===== src/rtl/blake2s_block_buf.sv =====
// blake2s_block_buf: collects a byte stream into 64-byte message blocks for a
// BLAKE2s compression core. Two ping-pong buffers let one block wait for the
// core while the next is being filled. Each closed block carries its byte
// counter t and first/last flags. Short final blocks are zero padded.
module blake2s_block_buf #(
  parameter int BLOCK_BYTES = 64
) (
  input  logic                     clk,
  input  logic                     nreset,
  input  logic                     clear_i,
  input  logic                     data_v_i,
  input  logic [7:0]               data_i,
  input  logic [63:0]              ll_i,
  output logic                     blk_v_o,
  input  logic                     blk_ready_i,
  output logic [8*BLOCK_BYTES-1:0] m_o,
  output logic [63:0]              t_o,
  output logic                     first_o,
  output logic                     last_o,
  output logic                     overflow_o
);

  localparam int         BLK_W     = 8 * BLOCK_BYTES;
  localparam logic [5:0] FILL_LAST = 6'(BLOCK_BYTES - 1);

  typedef enum logic [1:0] {
    BUF_EMPTY   = 2'd0,
    BUF_FILLING = 2'd1,
    BUF_FULL    = 2'd2
  } buf_state_t;

  // Write-side and read-side bookkeeping shared by both buffers
  logic        wr_sel_reg;
  logic        rd_sel_reg;
  logic [5:0]  fill_reg;
  logic [63:0] cnt_reg;
  logic        overflow_reg;

  // Per-buffer views, one element per ping-pong buffer
  logic [1:0][BLK_W-1:0] blk_bus;
  logic [1:0][63:0]      t_bus;
  logic [1:0]            first_vec;
  logic [1:0]            last_vec;
  logic [1:0]            full_vec;

  logic [63:0] cnt_next;
  logic        is_last;
  logic        byte_ok;
  logic        byte_drop;
  logic        blk_close;
  logic        pop;

  assign cnt_next  = cnt_reg + 64'd1;
  assign is_last   = (cnt_next == ll_i);
  // A byte is stored only when the buffer being written still has room;
  // clear_i suppresses both storing and the overflow flag.
  assign byte_ok   = data_v_i & ~clear_i & ~full_vec[wr_sel_reg];
  assign byte_drop = data_v_i & ~clear_i &  full_vec[wr_sel_reg];
  assign blk_close = byte_ok & ((fill_reg == FILL_LAST) | is_last);
  // Pop and close can never hit the same buffer: a close needs the write
  // buffer not FULL, a pop needs the read buffer FULL.
  assign pop       = full_vec[rd_sel_reg] & blk_ready_i & ~clear_i;

  // Fill position, message byte count, buffer pointers and sticky overflow
  always_ff @(posedge clk or negedge nreset) begin
    if (!nreset) begin
      wr_sel_reg   <= 1'b0;
      rd_sel_reg   <= 1'b0;
      fill_reg     <= 6'd0;
      cnt_reg      <= 64'd0;
      overflow_reg <= 1'b0;
    end else if (clear_i) begin
      wr_sel_reg   <= 1'b0;
      rd_sel_reg   <= 1'b0;
      fill_reg     <= 6'd0;
      cnt_reg      <= 64'd0;
      overflow_reg <= 1'b0;
    end else begin
      if (byte_ok) begin
        if (blk_close) begin
          fill_reg   <= 6'd0;
          wr_sel_reg <= ~wr_sel_reg;
        end else begin
          fill_reg   <= fill_reg + 6'd1;
        end
        // The final byte of a message rewinds the count for the next one
        cnt_reg <= is_last ? 64'd0 : cnt_next;
      end
      if (pop) begin
        rd_sel_reg <= ~rd_sel_reg;
      end
      if (byte_drop) begin
        overflow_reg <= 1'b1;
      end
    end
  end

  generate
    for (genvar gi = 0; gi < 2; gi++) begin : g_buf
      buf_state_t      state_reg;
      logic [BLK_W-1:0] data_reg;
      logic [63:0]      t_reg;
      logic             first_reg;
      logic             last_reg;
      logic             wr_hit;
      logic             pop_hit;

      assign wr_hit  = byte_ok & (wr_sel_reg == 1'(gi));
      assign pop_hit = pop & (rd_sel_reg == 1'(gi));

      // Buffer contents and state; popping zeroes it so later short
      // blocks come out zero padded
      always_ff @(posedge clk or negedge nreset) begin
        if (!nreset) begin
          state_reg <= BUF_EMPTY;
          data_reg  <= '0;
          t_reg     <= 64'd0;
          first_reg <= 1'b0;
          last_reg  <= 1'b0;
        end else if (clear_i || pop_hit) begin
          state_reg <= BUF_EMPTY;
          data_reg  <= '0;
          t_reg     <= 64'd0;
          first_reg <= 1'b0;
          last_reg  <= 1'b0;
        end else if (wr_hit) begin
          data_reg[{fill_reg, 3'b000} +: 8] <= data_i;
          if (blk_close) begin
            state_reg <= BUF_FULL;
            t_reg     <= cnt_next;
            last_reg  <= is_last;
            first_reg <= (cnt_next <= 64'(BLOCK_BYTES));
          end else begin
            state_reg <= BUF_FILLING;
          end
        end
      end

      assign blk_bus[gi]   = data_reg;
      assign t_bus[gi]     = t_reg;
      assign first_vec[gi] = first_reg;
      assign last_vec[gi]  = last_reg;
      assign full_vec[gi]  = (state_reg == BUF_FULL);
    end
  endgenerate

  // Present the read buffer only once it is FULL; otherwise everything is zero
  assign blk_v_o    = full_vec[rd_sel_reg];
  assign m_o        = blk_v_o ? blk_bus[rd_sel_reg] : '0;
  assign t_o        = blk_v_o ? t_bus[rd_sel_reg] : 64'd0;
  assign first_o    = blk_v_o & first_vec[rd_sel_reg];
  assign last_o     = blk_v_o & last_vec[rd_sel_reg];
  assign overflow_o = overflow_reg;

endmodule


===== config.mk =====
export PLATFORM = sky130hd
export DESIGN_NAME = blake2s_block_buf
export DESIGN_NICKNAME = d
export VERILOG_FILES = /design/src/rtl/blake2s_block_buf.sv
export SDC_FILE = /design/constraint.sdc
export NUM_CORES = 2
export LEC_CHECK = 0
export CAP_MARGIN = 20
export CORE_MARGIN = 2
export CORE_UTILIZATION = 30
export CTS_CLUSTER_DIAMETER = 60
export DETAILED_ROUTE_END_ITERATION = 8
export GPL_TIMING_DRIVEN = 0
export MAX_ROUTING_LAYER = met4
export PLACE_DENSITY_LB_ADDON = 0.1
export SLEW_MARGIN = 15
export SYNTH_ARGS = -nofsm -noshare
export SYNTH_HDL_FRONTEND = slang
export SYNTH_SLANG_ARGS = --single-unit

===== constraint.sdc =====
create_clock -name clk -period 4.95 [get_ports clk]
set_clock_uncertainty 0.2 [all_clocks]
set_input_delay 1.485 -clock clk [delete_from_list [all_inputs] [get_ports clk]]
set_output_delay 1.485 -clock clk [all_outputs]
set_load 0.1 [all_outputs]

==> results_dict.tcl <==
set metrics [dict create \
    grt_usage_pct 30.2 \
    power.density_nw_per_um2 296 \
    post_synth.cell_area_avg_um2 8.92 \
    dp_cells 10500 \
    combinationalPowerShare_pct 5.3 \
    final.hold.worst_slack_ns 0.295 \
    synth_edf_count 0 \
    initial_core_util_pct 30.2 \
    global_placement_routability_congestion 0.992 \
    initialDrtViolationCount 6193 \
    grt_first_pass_wirelength_mm 443 \
    synth_top_family_by_area "simple AND/OR/NAND/NOR gates" \
    layout.core_utilization_pct 38.4 \
    clkTransAtPathRegs_ns 0.06 \
    synth_common_cells "1233 x sky130_fd_sc_hd__dfrtp_1, 1052 x sky130_fd_sc_hd__nor2_1, 1025 x sky130_fd_sc_hd__nand2_1" \
    fin_total_pwr_mw 23.5 \
    rsz0062_at_grt "true" \
    preCtsSetupSlack_ns -1.87 \
    failed_checks "negative setup slack" \
    vias 58600 \
    endpoint_kind "output port" \
    finalHoldViolCount 0 \
    postSynth.asyncResetShare_pct 100 \
    worst_hold_path_type "flip-flop to flip-flop" \
    power.static_leakage_nw 30.7 \
    switching_power_mw 6.09 \
    critical_path_required_ns 3.26 \
    slew_limit_fails 0 \
    die_y_um 461 \
    cts_tree "yes" \
    startpoint_type "flip-flop" \
    setup_viol_count_final 3 \
    final_layout_size_suffix_gt1_share_pct 17.3 \
    number_of_remaining_drc_errors 0 \
    worst_skew_pair.late_latency_ns 0.83 \
    post_synth_fa_ha_maj_area_fraction_pct 0.120 \
    cts-htree-levels 4 \
    routed_wl_mm 318 \
    detail_route.vias_per_cell 5.42 \
    worst_slew_margin_rel_pct 16.6 \
    p_int_mw 17.4 \
    critPathArrivalTime_ns 3.28 \
    synth_top_area_cell "sky130_fd_sc_hd__dfrtp_1" \
    core_area_um2 207000 \
    cts.sink_count 1233 \
    cts-buffers-inserted 158 \
    largest_register_ff_count 1024 \
    synth.ff_latch_count 1233 \
    route.detailed.wl_per_inst_um 29.4 \
    first_global_vias 57000 \
    p_sw_share_pct 25.9 \
    clockPowerShare_pct 51.7 \
    layout-area-overhead-vs-synth_pct 26.9 \
    post_synth_and_or_nand_nor_area_fraction_pct 21.8 \
    placement_rows 167 \
    final_cell_count_no_fill 10800 \
    grt_max_degree 147 \
    timing.final.ws_setup_ns -0.0170 \
    dp.final_hpwl_mm 242 \
    max-cap-violations 0 \
    design.die.area_um2 213000 \
    reg_power_share_pct 43.0 \
    vdd_drop_max_mv 0.321 \
    synth.top_cell.area_share_pct 49.2 \
    clock_path_buffers 3 \
    finalWorstPathRequiredPeriod_ns 4.97 \
    worst_pin_slew_ns 1.25 \
    synth-compound-area-share_pct 8.73 \
    fmax_mhz 201 \
    final.fill_count 21400 \
    num_io_pins 657 \
    worstRegToRegCells 15 \
    drtAntennaViolNets 0 \
    min_delay_path_depth 1 \
    clk_root_buffer_cell "sky130_fd_sc_hd__clkbuf_16" \
    synth_cells 7025 \
    finalCritPeriodShare_pct 100 \
    critical_path_class "flip-flop to output port" \
    synthesis.yosys.warnings 0 \
    synth_cell_types 79 \
    crit_path_max_fanout 10 \
    yosys.area_share.xor_xnor_pct 2.00 \
    number_of_antenna_violations_at_the_first_check_in_global_routing 22 \
    status "complete, but fails checks" \
    synth.cell_area_um2 62700 \
    port-buffer-count 648 \
    die_x_um 461 \
    synth_flop_cell "sky130_fd_sc_hd__dfrtp_1" \
    global_route.overflow_total 0 \
    drtPass1Iterations 6 \
    muxShareOfSynthArea_pct 14.3 \
    synth_fp_nets 7108 \
    yosysMostFrequentCell "sky130_fd_sc_hd__dfrtp_1" \
    synth.yosys.seq_area_share_pct 49.2 \
    nets 7975 \
    ys_top_cells_by_area "sky130_fd_sc_hd__dfrtp_1 49%, sky130_fd_sc_hd__mux2i_1 14%, sky130_fd_sc_hd__nor2_1 6.3%" \
]
-- per-layer routing --
layer | global-route usage, % | part of all wire, % | up-vias
li1 | - | - | 25800
met1 | 40.0 | 43 | 29900
met2 | 46.2 | 46 | 2399
met3 | 4.40 | 6.6 | 498
met4 | 12.4 | 4.7 | 0
met5 | - | 0 | -
-- per-stage QoR --
step                      TNS (ns)  instance area [µm²]
final                      -0.0380                79500
after global routing        -29.04                79500
after CTS                   -0.626                79200
after detailed placement  -1340.76                73300
after global placement           -                72600
after floorplan                  0                62700
-- layout make-up --
cell class,instances,area (µm²),share of cell area (%)
Clock inverter,59,916,1.15
Tap cell,2788,3490,4.39
Buffer,571,2770,3.49
Inverter,16,60.1,0.0755
Antenna cell,13,32.5,0.0409
Sequential cell,1233,30900,38.8
Multi-Input combinational cell,5192,30900,38.9
Clock buffer,226,4540,5.71
Timing Repair Buffer,720,5960,7.49
-- timing repair --
| action | 4_1_cts | 5_1_grt |
|---|---|---|
| resized for setup | 3353 | 245 |
| endpoints found under the setup margin | 836 | 509 |
| hold buffers | 0 | 0 |
| pin swaps | 21 | 3 |
| setup buffers | 34 | 1 |
-- placed cells by master (no fill, tap or decap), types with 25 or more instances in the layout --
cell / Yosys / layout
sky130_fd_sc_hd__clkbuf_4: 0 / 103
sky130_fd_sc_hd__clkdlybuf4s50_1: 0 / 68
sky130_fd_sc_hd__mux2i_1: 894 / 842
sky130_fd_sc_hd__mux2i_2: 0 / 31
sky130_fd_sc_hd__buf_2: 26 / 270
sky130_fd_sc_hd__nor3_1: 67 / 51
sky130_fd_sc_hd__nor2_2: 1 / 92
sky130_fd_sc_hd__nand3_1: 635 / 630
sky130_fd_sc_hd__xnor2_1: 83 / 73
sky130_fd_sc_hd__clkbuf_16: 0 / 160
sky130_fd_sc_hd__buf_4: 5 / 158
sky130_fd_sc_hd__nand2_1: 1025 / 1018
sky130_fd_sc_hd__nand4_1: 77 / 77
sky130_fd_sc_hd__buf_1: 44 / 33
sky130_fd_sc_hd__clkbuf_1: 499 / 371
sky130_fd_sc_hd__a21oi_1: 225 / 225
sky130_fd_sc_hd__clkdlybuf4s15_2: 0 / 83
sky130_fd_sc_hd__nor2_1: 1052 / 936
sky130_fd_sc_hd__buf_6: 10 / 104
sky130_fd_sc_hd__or3_1: 42 / 41
sky130_fd_sc_hd__clkbuf_2: 0 / 90
sky130_fd_sc_hd__clkbuf_8: 0 / 45
sky130_fd_sc_hd__and3_1: 48 / 46
sky130_fd_sc_hd__nor2_4: 0 / 25
sky130_fd_sc_hd__o21ai_0: 724 / 724
sky130_fd_sc_hd__xor2_1: 42 / 34
sky130_fd_sc_hd__dfrtp_1: 1233 / 1225
-- power groups by stage --
stage	logic, mW	registers, mW	clock network, mW
floorplan	0.410	10.3	0
global placement	1.17	10.3	0
detailed placement	1.23	10.3	0
CTS	1.24	10.1	12.3
global route	1.32	10.1	12.7
finish	1.25	10.1	12.2
-- worst paths after layout --
kind / startpoint / end / slack [ns]
max in group asynchronous: nreset / g_buf[1].data_reg[450] / 1.21
worst max register to register: cnt_reg[44] / cnt_reg[1] / 0
worst min register to register: g_buf[1].state_reg[1] / g_buf[1].state_reg[1] / 0.30
worst min-delay path: g_buf[1].state_reg[1] / g_buf[1].state_reg[1] / 0.30
min in group asynchronous: nreset / g_buf[1].data_reg[146] / 0.37
worst max-delay path: rd_sel_reg / m_o[155] / -0.02
-- cells by family (layout without fill, tap and decap cells) --
kind of cell / after synthesis / after routing
AO/OA/AOI/OAI: 1038 / 1038
flip-flops: 1233 / 1233
adder cells (fa/ha/maj): 6 / 6
buffers and inverters: 600 / 1592
multiplexers: 894 / 894
XOR/XNOR: 132 / 132
other: 0 / 13
AND/OR/NAND/NOR: 3122 / 3122
-- critical path, cell delays in order (launching register included) --
cell,delay [ns]
sky130_fd_sc_hd__dfrtp_2,0.53
sky130_fd_sc_hd__buf_4,0.22
sky130_fd_sc_hd__clkbuf_2,0.26
sky130_fd_sc_hd__clkbuf_4,0.40
sky130_fd_sc_hd__mux2i_1,0.60
sky130_fd_sc_hd__nor2_1,0.11
sky130_fd_sc_hd__clkbuf_4,0.31
(Power assumes the default switching activity.)
